File: config.mk
export PLATFORM = sky130hd
export DESIGN_NAME = avalon_vga_rect_fill_master
export DESIGN_NICKNAME = d
export VERILOG_FILES = /design/src/rtl/vga_pkg.sv /design/src/rtl/vga_raster_walker.sv /design/src/rtl/avalon_vga_rect_fill_master.sv
export SDC_FILE = /design/constraint.sdc
export NUM_CORES = 1
export LEC_CHECK = 0
export ABC_AREA = 1
export BUFFER_PORTS_ARGS = -buffer_cell sky130_fd_sc_hd__clkbuf_2
export CORE_ASPECT_RATIO = 0.7
export CORE_MARGIN = 1
export CORE_UTILIZATION = 56
export CTS_BUF_LIST = sky130_fd_sc_hd__clkbuf_2
export CTS_CLUSTER_DIAMETER = 30
export CTS_CLUSTER_SIZE = 24
export DETAILED_ROUTE_END_ITERATION = 7
export GPL_ROUTABILITY_DRIVEN = 0
export GPL_TIMING_DRIVEN = 0
export PLACE_DENSITY = 0.8
export SLEW_MARGIN = 20
export SYNTH_ARGS = -nofsm -noshare
export SYNTH_HDL_FRONTEND = slang
export SYNTH_HIERARCHICAL = 1
export SYNTH_SLANG_ARGS = --single-unit
File: constraint.sdc
create_clock -name i_clk -period 2.3 [get_ports i_clk]
set_input_delay 0.46 -clock i_clk [delete_from_list [all_inputs] [get_ports i_clk]]
set_output_delay 0.46 -clock i_clk [all_outputs]
set_load 0.05 [all_outputs]
File: src/rtl/vga_pkg.sv
`default_nettype none
// ============================================================================
// vga_pkg
// Shared constants, state encoding and pixel-address helper for the
// VGA rectangle-fill master.
// Revision: 1.0
// ============================================================================
package vga_pkg;

  localparam int VGA_H_PIXELS = 640;
  localparam int VGA_V_PIXELS = 480;

  // Word address of the frame-buffer swap register
  localparam logic [19:0] SWAP_ADDR = 20'h80000;

  typedef enum logic [2:0] {
    S_IDLE   = 3'd0,
    S_CHECK  = 3'd1,
    S_FILL   = 3'd2,
    S_VERIFY = 3'd3,
    S_SWAP   = 3'd4,
    S_DONE   = 3'd5
  } state_e;

  // Pixel word address: bit 19 clear selects the pixel space
  function automatic logic [19:0] pixel_addr(input logic [8:0] y, input logic [9:0] x);
    return {1'b0, y, x};
  endfunction

endpackage
`default_nettype wire

File: src/rtl/vga_raster_walker.sv
`default_nettype none
// ============================================================================
// vga_raster_walker
// Raster-order x/y position counter over a rectangle, with look-ahead
// next position and last-pixel flag.
// Revision: 1.0
// ============================================================================
module vga_raster_walker (
  input  logic       clk_i,
  input  logic       rst_ni,
  input  logic       load_i,
  input  logic [9:0] x0_i,
  input  logic [8:0] y0_i,
  input  logic [9:0] width_i,
  input  logic [8:0] height_i,
  input  logic       advance_i,
  output logic [9:0] x_o,
  output logic [8:0] y_o,
  output logic [9:0] nxt_x_o,
  output logic [8:0] nxt_y_o,
  output logic       last_o
);

  logic [9:0] x_q, x0_q, xend_q;
  logic [8:0] y_q, yend_q;
  logic       last_col;

  assign last_col = (x_q == xend_q);
  assign last_o   = last_col && (y_q == yend_q);
  assign nxt_x_o  = last_col ? x0_q : x_q + 10'd1;
  assign nxt_y_o  = last_col ? y_q + 9'd1 : y_q;
  assign x_o      = x_q;
  assign y_o      = y_q;

  // Load the rectangle corners, then step one pixel per advance
  always_ff @(posedge clk_i or negedge rst_ni) begin
    if (!rst_ni) begin
      x_q    <= '0;
      y_q    <= '0;
      x0_q   <= '0;
      xend_q <= '0;
      yend_q <= '0;
    end else if (load_i) begin
      x_q    <= x0_i;
      y_q    <= y0_i;
      x0_q   <= x0_i;
      xend_q <= x0_i + width_i - 10'd1;
      yend_q <= y0_i + height_i - 9'd1;
    end else if (advance_i) begin
      x_q <= nxt_x_o;
      y_q <= nxt_y_o;
    end
  end

endmodule
`default_nettype wire

File: src/rtl/avalon_vga_rect_fill_master.sv
`default_nettype none
// ============================================================================
// avalon_vga_rect_fill_master
// Avalon-MM master that fills a rectangle of the 3-bit VGA frame buffer,
// optionally reads it back to count mismatches, and optionally swaps buffers.
// Revision: 1.0
// ============================================================================
module avalon_vga_rect_fill_master
  import vga_pkg::*;
#(
  parameter int H_PIXELS    = VGA_H_PIXELS,
  parameter int V_PIXELS    = VGA_V_PIXELS,
  parameter int MAX_PENDING = 4
) (
  input  logic        i_clk,
  input  logic        i_reset_n,
  input  logic        i_start,
  input  logic [9:0]  i_x0,
  input  logic [8:0]  i_y0,
  input  logic [9:0]  i_width,
  input  logic [8:0]  i_height,
  input  logic [2:0]  i_color,
  input  logic        i_verify,
  input  logic        i_swap,
  output logic        o_busy,
  output logic        o_done,
  output logic        o_error,
  output logic [15:0] o_mismatch_cnt,
  output logic [19:0] o_address,
  output logic        o_write,
  output logic        o_read,
  output logic [31:0] o_writedata,
  input  logic [31:0] i_readdata,
  input  logic        i_readdatavalid,
  input  logic        i_waitrequest
);

  localparam int PW = $clog2(MAX_PENDING + 1);

  state_e      state_q;
  logic [9:0]  x0_q, width_q;
  logic [8:0]  y0_q, height_q;
  logic [2:0]  color_q;
  logic        verify_q, swap_q, issued_all_q;
  logic        busy_q, done_q, error_q, write_q, read_q;
  logic [19:0] address_q;
  logic [31:0] writedata_q;
  logic [15:0] mismatch_q;
  logic [PW-1:0] pending_q, pending_d;

  logic [9:0]  iss_x, iss_nxt_x, rsp_x, rsp_nxt_x;
  logic [8:0]  iss_y, iss_nxt_y, rsp_y, rsp_nxt_y;
  logic        iss_last, rsp_last;
  logic        iss_load, iss_adv, rsp_load;
  logic        wr_acc, rd_acc, rsp_fire;
  logic [10:0] x_end;
  logic [9:0]  y_end;

  assign wr_acc   = write_q && !i_waitrequest;
  assign rd_acc   = read_q && !i_waitrequest;
  assign rsp_fire = (state_q == S_VERIFY) && i_readdatavalid && (pending_q != '0);

  // Bounds computed one bit wider than the operands so they cannot wrap
  assign x_end = {1'b0, x0_q} + {1'b0, width_q};
  assign y_end = {1'b0, y0_q} + {1'b0, height_q};

  assign iss_load = (state_q == S_CHECK) || ((state_q == S_FILL) && wr_acc && iss_last);
  assign iss_adv  = ((state_q == S_FILL) && wr_acc) || ((state_q == S_VERIFY) && rd_acc);
  assign rsp_load = (state_q == S_CHECK);

  vga_raster_walker u_issue_walker (
    .clk_i(i_clk), .rst_ni(i_reset_n), .load_i(iss_load),
    .x0_i(x0_q), .y0_i(y0_q), .width_i(width_q), .height_i(height_q),
    .advance_i(iss_adv), .x_o(iss_x), .y_o(iss_y),
    .nxt_x_o(iss_nxt_x), .nxt_y_o(iss_nxt_y), .last_o(iss_last)
  );

  vga_raster_walker u_resp_walker (
    .clk_i(i_clk), .rst_ni(i_reset_n), .load_i(rsp_load),
    .x0_i(x0_q), .y0_i(y0_q), .width_i(width_q), .height_i(height_q),
    .advance_i(rsp_fire), .x_o(rsp_x), .y_o(rsp_y),
    .nxt_x_o(rsp_nxt_x), .nxt_y_o(rsp_nxt_y), .last_o(rsp_last)
  );

  logic unused_sink;
  assign unused_sink = ^{iss_x, iss_y, rsp_x, rsp_y, rsp_nxt_x, rsp_nxt_y, i_readdata[31:3]};

  // Outstanding-read count: accepted read and response in one cycle cancel
  always_comb begin
    pending_d = pending_q;
    if (rd_acc)   pending_d = pending_d + PW'(1);
    if (rsp_fire) pending_d = pending_d - PW'(1);
  end

  // Command FSM with registered bus and status outputs
  always_ff @(posedge i_clk or negedge i_reset_n) begin
    if (!i_reset_n) begin
      state_q      <= S_IDLE;
      x0_q         <= '0;
      y0_q         <= '0;
      width_q      <= '0;
      height_q     <= '0;
      color_q      <= '0;
      verify_q     <= 1'b0;
      swap_q       <= 1'b0;
      issued_all_q <= 1'b0;
      busy_q       <= 1'b0;
      done_q       <= 1'b0;
      error_q      <= 1'b0;
      write_q      <= 1'b0;
      read_q       <= 1'b0;
      address_q    <= '0;
      writedata_q  <= '0;
      mismatch_q   <= '0;
      pending_q    <= '0;
    end else begin
      case (state_q)
        S_IDLE: begin
          if (i_start) begin
            state_q      <= S_CHECK;
            busy_q       <= 1'b1;
            x0_q         <= i_x0;
            y0_q         <= i_y0;
            width_q      <= i_width;
            height_q     <= i_height;
            color_q      <= i_color;
            verify_q     <= i_verify;
            swap_q       <= i_swap;
            issued_all_q <= 1'b0;
            pending_q    <= '0;
            mismatch_q   <= '0;
          end
        end
        S_CHECK: begin
          if (width_q == '0 || height_q == '0) begin
            state_q <= S_DONE;
            done_q  <= 1'b1;
          end else if (x_end > 11'(H_PIXELS) || y_end > 10'(V_PIXELS)) begin
            state_q <= S_DONE;
            done_q  <= 1'b1;
            error_q <= 1'b1;
          end else begin
            state_q     <= S_FILL;
            write_q     <= 1'b1;
            address_q   <= pixel_addr(y0_q, x0_q);
            writedata_q <= {29'b0, color_q};
          end
        end
        S_FILL: begin
          if (wr_acc) begin
            if (!iss_last) begin
              address_q <= pixel_addr(iss_nxt_y, iss_nxt_x);
            end else if (verify_q) begin
              state_q     <= S_VERIFY;
              write_q     <= 1'b0;
              read_q      <= 1'b1;
              address_q   <= pixel_addr(y0_q, x0_q);
              writedata_q <= '0;
            end else if (swap_q) begin
              state_q     <= S_SWAP;
              address_q   <= SWAP_ADDR;
              writedata_q <= '0;
            end else begin
              state_q     <= S_DONE;
              write_q     <= 1'b0;
              address_q   <= '0;
              writedata_q <= '0;
              done_q      <= 1'b1;
            end
          end
        end
        S_VERIFY: begin
          pending_q <= pending_d;
          if (rsp_fire && (i_readdata[2:0] != color_q) && (mismatch_q != 16'hFFFF))
            mismatch_q <= mismatch_q + 16'd1;
          if (rd_acc) begin
            if (iss_last) begin
              read_q       <= 1'b0;
              issued_all_q <= 1'b1;
            end else begin
              address_q <= pixel_addr(iss_nxt_y, iss_nxt_x);
              read_q    <= (pending_d < PW'(MAX_PENDING));
            end
          end else if (!read_q && !issued_all_q) begin
            read_q <= (pending_d < PW'(MAX_PENDING));
          end
          // Responses are in order, so the last expected response drains the pipe
          if (rsp_fire && rsp_last) begin
            issued_all_q <= 1'b0;
            if (swap_q) begin
              state_q     <= S_SWAP;
              write_q     <= 1'b1;
              address_q   <= SWAP_ADDR;
              writedata_q <= '0;
            end else begin
              state_q   <= S_DONE;
              address_q <= '0;
              done_q    <= 1'b1;
            end
          end
        end
        S_SWAP: begin
          if (wr_acc) begin
            state_q   <= S_DONE;
            write_q   <= 1'b0;
            address_q <= '0;
            done_q    <= 1'b1;
          end
        end
        S_DONE: begin
          state_q <= S_IDLE;
          done_q  <= 1'b0;
          error_q <= 1'b0;
          busy_q  <= 1'b0;
        end
        default: state_q <= S_IDLE;
      endcase
    end
  end

  assign o_busy         = busy_q;
  assign o_done         = done_q;
  assign o_error        = error_q;
  assign o_mismatch_cnt = mismatch_q;
  assign o_address      = address_q;
  assign o_write        = write_q;
  assign o_read         = read_q;
  assign o_writedata    = writedata_q;

endmodule
`default_nettype wire
# [Word-level counts from Yosys, hierarchy flattened]
# Cells that the tools add are included.
[op_classes] reduce_logical=47 n_eq_ne=29 muxes=82 n_lt_le_gt_ge=3 addsub=13
[op_table] op="20-bit 2-to-1 mux" n=10
[op_table] op="32-bit 2-to-1 mux" n=6
[op_table] op="32-bit one-hot mux with 3 select lines" n=1
[op_table] op="20-bit one-hot mux with 4 select lines" n=1
[op_table] op="10-bit 2-to-1 mux" n=6
[op_table] op="9-bit 2-to-1 mux" n=6
[op_table] op="3-bit 2-to-1 mux" n=11
[op_table] op="16-bit 2-to-1 mux" n=2
[op_table] op="16-bit one-hot mux with 2 select lines" n=1
[op_table] op="1-bit 2-to-1 mux" n=30
[op_table] op="7-bit AND reduction" n=3
[op_table] op="10-bit by 1-bit adder with 10-bit output (second input constant)" n=2
[op_table] op="10-bit equality test" n=2
[op_table] op="9-bit by 1-bit adder with 9-bit output (second input constant)" n=2
[op_table] op="9-bit equality test" n=2
[op_table] op="2-bit inequality test (second input constant)" n=9
[op_table] op="16-bit by 1-bit adder with 16-bit output (second input constant)" n=1
[op_table] op="16-bit inequality test (second input constant)" n=1
[op_table] op="3-bit one-hot mux with 5 select lines" n=1
[op_table] op="2-bit nonzero test" n=7
[op_table] op="1-bit logical AND" n=13
[op_table] op="3-bit by 2-bit inequality test with 1-bit output (second input constant)" n=4
[op_table] op="10-bit by 10-bit adder with 11-bit output" n=1
[op_table] op="11-bit by 10-bit > comparator with 1-bit output (second input constant)" n=1
[op_table] op="33 further kinds" n=51
[totals] ff_bits=219 wordCells=202 out_inout_bits=73 in_bits=80

# [Logic depth before layout (Yosys ltp)]
[depth] word_depth=9 mapped_depth=20 depth_no_buf=19

# [Modules after synthesis]
# The synthesis kept the hierarchy.
[by_module_without_submodules] module="avalon_vga_rect_fill_master" seq_area_each_um2=2352.3 cells_per_inst=788 n_inst=1 area_each_um2=6008.3
[by_module_without_submodules] module="vga_raster_walker (u_resp_walker)" seq_area_each_um2=1201.2 cells_per_inst=610 n_inst=1 area_each_um2=4311.6
[by_module_without_submodules] module="vga_raster_walker (u_issue_walker)" seq_area_each_um2=1201.2 cells_per_inst=604 n_inst=1 area_each_um2=4161.5

# [Worst setup path before layout]
# No wires, ideal clock.
[synth_path] path_type="reg-to-reg" start="register u_issue_walker.x_q[6], in the netlist u_issue_walker/x_o[6]" end="register u_issue_walker.x_q[0], in the netlist u_issue_walker/x_o[0]" setup_ns=0.067 n_path_buf=3 required_time_ns=2.233 synth_period_minus_slack_ns=2.516 stages_incl_launch_ff=16 slack_ns=-0.216 arrival_ns=2.449 path_cell_list="dfrtp_1 -> inv_1 -> nand2_1 -> nand2_1 -> nand2_1 -> nor2_2 -> nand3_4 -> buf_2 -> nor2_1 -> inv_1 -> o31ai_1 -> buf_2 -> buf_1 -> nand2_1 -> a21boi_0 -> nand2_1"
[synth_via] elab_chain_len=5 elab_cells_between_ends=8 cone_classes="eq/ne (1); mux (3); reduce/logical (4)"
[synth_lines] element="start: declaration" line_no="vga_raster_walker.sv:24" source="logic [9:0] x_q, x0_q, xend_q;"
[synth_lines] element="start signal: assignment" line_no="vga_raster_walker.sv:44" source="x_q <= x0_i;"
[synth_lines] element="start signal: assignment" line_no="vga_raster_walker.sv:50" source="x_q <= nxt_x_o;"
[synth_lines] element="10-bit equality test (*)" line_no="vga_raster_walker.sv:28" source="assign last_col = (x_q == xend_q);"
[synth_lines] element="1-bit logical AND (*)" line_no="vga_raster_walker.sv:29" source="assign last_o = last_col && (y_q == yend_q);"
[synth_lines] element="via iss_last" line_no="avalon_vga_rect_fill_master.sv:53" source="logic iss_last, rsp_last;"
[synth_lines] element="1-bit logical AND (*)" line_no="avalon_vga_rect_fill_master.sv:67" source="assign iss_load = (state_q == S_CHECK) || ((state_q == S_FILL) && wr_acc && iss_last);"
[synth_lines] element="1-bit logical OR (*)" line_no="avalon_vga_rect_fill_master.sv:67"
[synth_lines] element="via iss_load" line_no="avalon_vga_rect_fill_master.sv:54" source="logic iss_load, iss_adv, rsp_load;"
[synth_lines] element="10-bit 2-to-1 mux or 2-bit nonzero test (tied branches)"
# The timed path passes the listed nets; every way through them passes the cells marked *. The select of a mux whose other input is x is not followed.
# A chain may end at the register's enable or synchronous reset.

==> impl_metrics.csv <==
group,metric,value,unit
power,p_total,22.6,mW
global_route,met3_usage,9.60,%
drt,first_iter_violations,1902,
placement,dp_hpwl,31.9,mm
drt,postRouteAntennaNets,0,
placement,dpl-instance-area,15500,um^2
setup_path,worstPathMaxFanout,6,
clock_network,cts.clk_slew.worst_paths,0.28,ns
final_layout,area_delta_synth_final,25.2,%
sta,setup_viol,81,
clock_network,clock_sinks,190,
drt,via_per_inst,5.75,
die,ios,153,
synth,synth_area_per_cell,7.24,um^2
global_route,track_usage,35.0,%
final_layout,final_util,72.3,%
global_route,grt_most_used_layer,"met2",
sta,skew,0.0594,ns
placement,port_buffers,94,
drt,routed_wirelength,49.0,mm
global_route,met1_usage,47.9,%
setup_path,crit_path_start_kind,"flip-flop",
global_route,antenna_found_initial,0,
hold_path,hold_class,"in2reg",
sta,worst_slack,-0.420,ns
drt,post_drt_wl_per_cell,18.7,um
global_route,overflow,0,
sta,hold_viol,0,
global_route,grt_pass1_wl,71.4,mm
die,die_area,26400,um^2
power,power_density,1250,nW/um^2
setup_path,crit_chain,"ha_1, inv_1, nand2_1, nand4_1, nand2_1, nand2_1, nand2_1, xor2_1, nand2_2, nand3_4, nand2_8, buf_12, buf_12, nand3_4, nand2_1",
clock_network,cts_tree,"yes",
sta,fin_crit,2.72,ns
drt,vias,15000,
synth,syn_inst,1993,
final_layout,final_area,18100,um^2
setup_path,slowest_delay,0.58,ns
clock_network,h-tree-depth,4,
setup_path,worstSetupPathType,"reg2reg",
clock_network,cts_root_buffer,"clkbuf_2",
die,die_w,194,um
setup_path,required,3.07,ns
global_route,grt_max_degree,69,
sta,slew_violations,0,
power,power.leakage,9.74,nW
final_layout,nets,2452,
synth,netlist_area,14400,um^2
setup_path,slowest_stage,"dfrtp_2",
clock_network,clockBufferDepth,2,
drt,first_pass_iters,6,
status,status,"complete, but fails checks",
global_route,grt_pass1_vias,13600,
die,num_rows,48,
drt,drc,0,
setup_path,cp.arrival,3.49,ns
die,die_h,136,um
final_layout,layout-drive-gt1-share,27.2,%
sta,grt_setup_unrepaired,"true",
die,start_util,57.7,%
synth,yosys_warnings,6,
clock_network,clock_latency,0.89,ns
power,ir_worst_vdd,935,uV
die,coreArea,25000,um^2
status,failed_checks,"negative setup slack",
setup_path,crit_top_cell,"nand2_1",
sta,worstMarginPinSlew,0.790,ns
sta,slew_headroom,46.9,%
sta,fin_crit_sh,118,%
setup_path,critPathCaptureType,"flip-flop",
final_layout,antenna_cells,0,
sta,fmax,368,MHz
clock_network,cts_inserted_buffers,17,
global_route,use_met2,53.5,%
flow_run,maxCapViolCount,0,
## per-layer routing
metal  vias to the layer above  share of wire, %  wire, um
li1                       6768                 -         -
met1                      7043                40     19400
met2                       976                43     21100
met3                       227                13      6380
met4                         0               4.4      2150
met5                         -                 0         0
## path summary, 6_finish.rpt
path / startpoint / end / slack, ns / cells past startpoint
min in group asynchronous: i_reset_n / o_mismatch_cnt[9] / 0.08 / 2
setup / recovery: x0_q[2] / o_address[11] / -0.42 / 15
max in group asynchronous: i_reset_n / u_issue_walker/xend_q[2] / 1.43 / 3
setup reg to reg: x0_q[2] / o_address[11] / -0.42 / 15
hold reg to reg: o_address[2] / o_address[2] / 0.51 / 2
hold / removal: i_start / o_mismatch_cnt[4] / 0.04 / 4
## report_power, final
part	internal (mW)	total [mW]	switching (mW)
combinational	5.85	15.5	9.69
sequential	4.11	5.30	1.19
clock	0.412	1.73	1.32
## layout make-up
class                      instances  area, um^2
buffer                            77         732
clock buffer                      17        85.1
clock inverter                    15         134
fill                            1795        6930
inverter                         349        1320
multi-input combinational       1402        8650
sequential                       190        4800
tap                              325         407
timing repair buffer             238        1930
## flip-flops by register name (all words and copies together), names as in the netlist, 10 cells and up
signal and cells:
o_address 20, o_mismatch_cnt 16, u_issue_walker/x0_q 10, u_issue_walker/x_o 10, u_issue_walker/xend_q 10, u_resp_walker/x0_q 10
u_resp_walker/x_o 10, u_resp_walker/xend_q 10, width_q 10, x0_q 10
## cell usage in the layout, fill, tap and decap left out, types with 29 or more instances in the layout
master         instances
nand2_4               29
nand2_2               71
buf_4                110
inv_2                 32
o21ai_0               72
a21oi_1               29
nor2_1                75
dfrtp_2               38
nand2_1              535
xor2_1                34
clkbuf_2             113
dlygate4sd3_1         45
conb_1                29
dfrtp_1              152
inv_1                314
ha_1                  83
nand3_2               40
nand3_1              125
## critical path, delay by kind of cell, from the launching register on
| family | cells | cell delay, ns |
|---|---|---|
| adder cells (fa/ha/maj) | 1 | 0.38 |
| AND/OR/NAND/NOR | 10 | 1.05 |
| XOR/XNOR | 1 | 0.23 |
| buffers and inverters | 3 | 0.38 |
| flip-flops | 1 | 0.58 |
## stage by stage
stage	setup TNS [ns]	hold slack (ns)	std cells	worst slack, ns
2_1_floorplan	0	0.164	2021	0.00772
3_3_place_gp	-618.48	0.454	2440	-2.96
3_5_place_dp	-66.39	0.459	2442	-1.15
4_1_cts	-6.72	0.00146	2570	-0.275
5_1_grt	-25.95	-0.000186	2613	-0.452
6_report	-20.67	0.0388	2613	-0.420
## what timing repair did
item	in CTS	in global routing
setup endpoints to repair	94	122
resized for setup	156	178
pin swaps	45	61
cloned	4	3
hold endpoints to repair	170	0
hold buffers	45	0
buffers inserted	50	42
No activity file was read; power rests on OpenSTA's default activity.
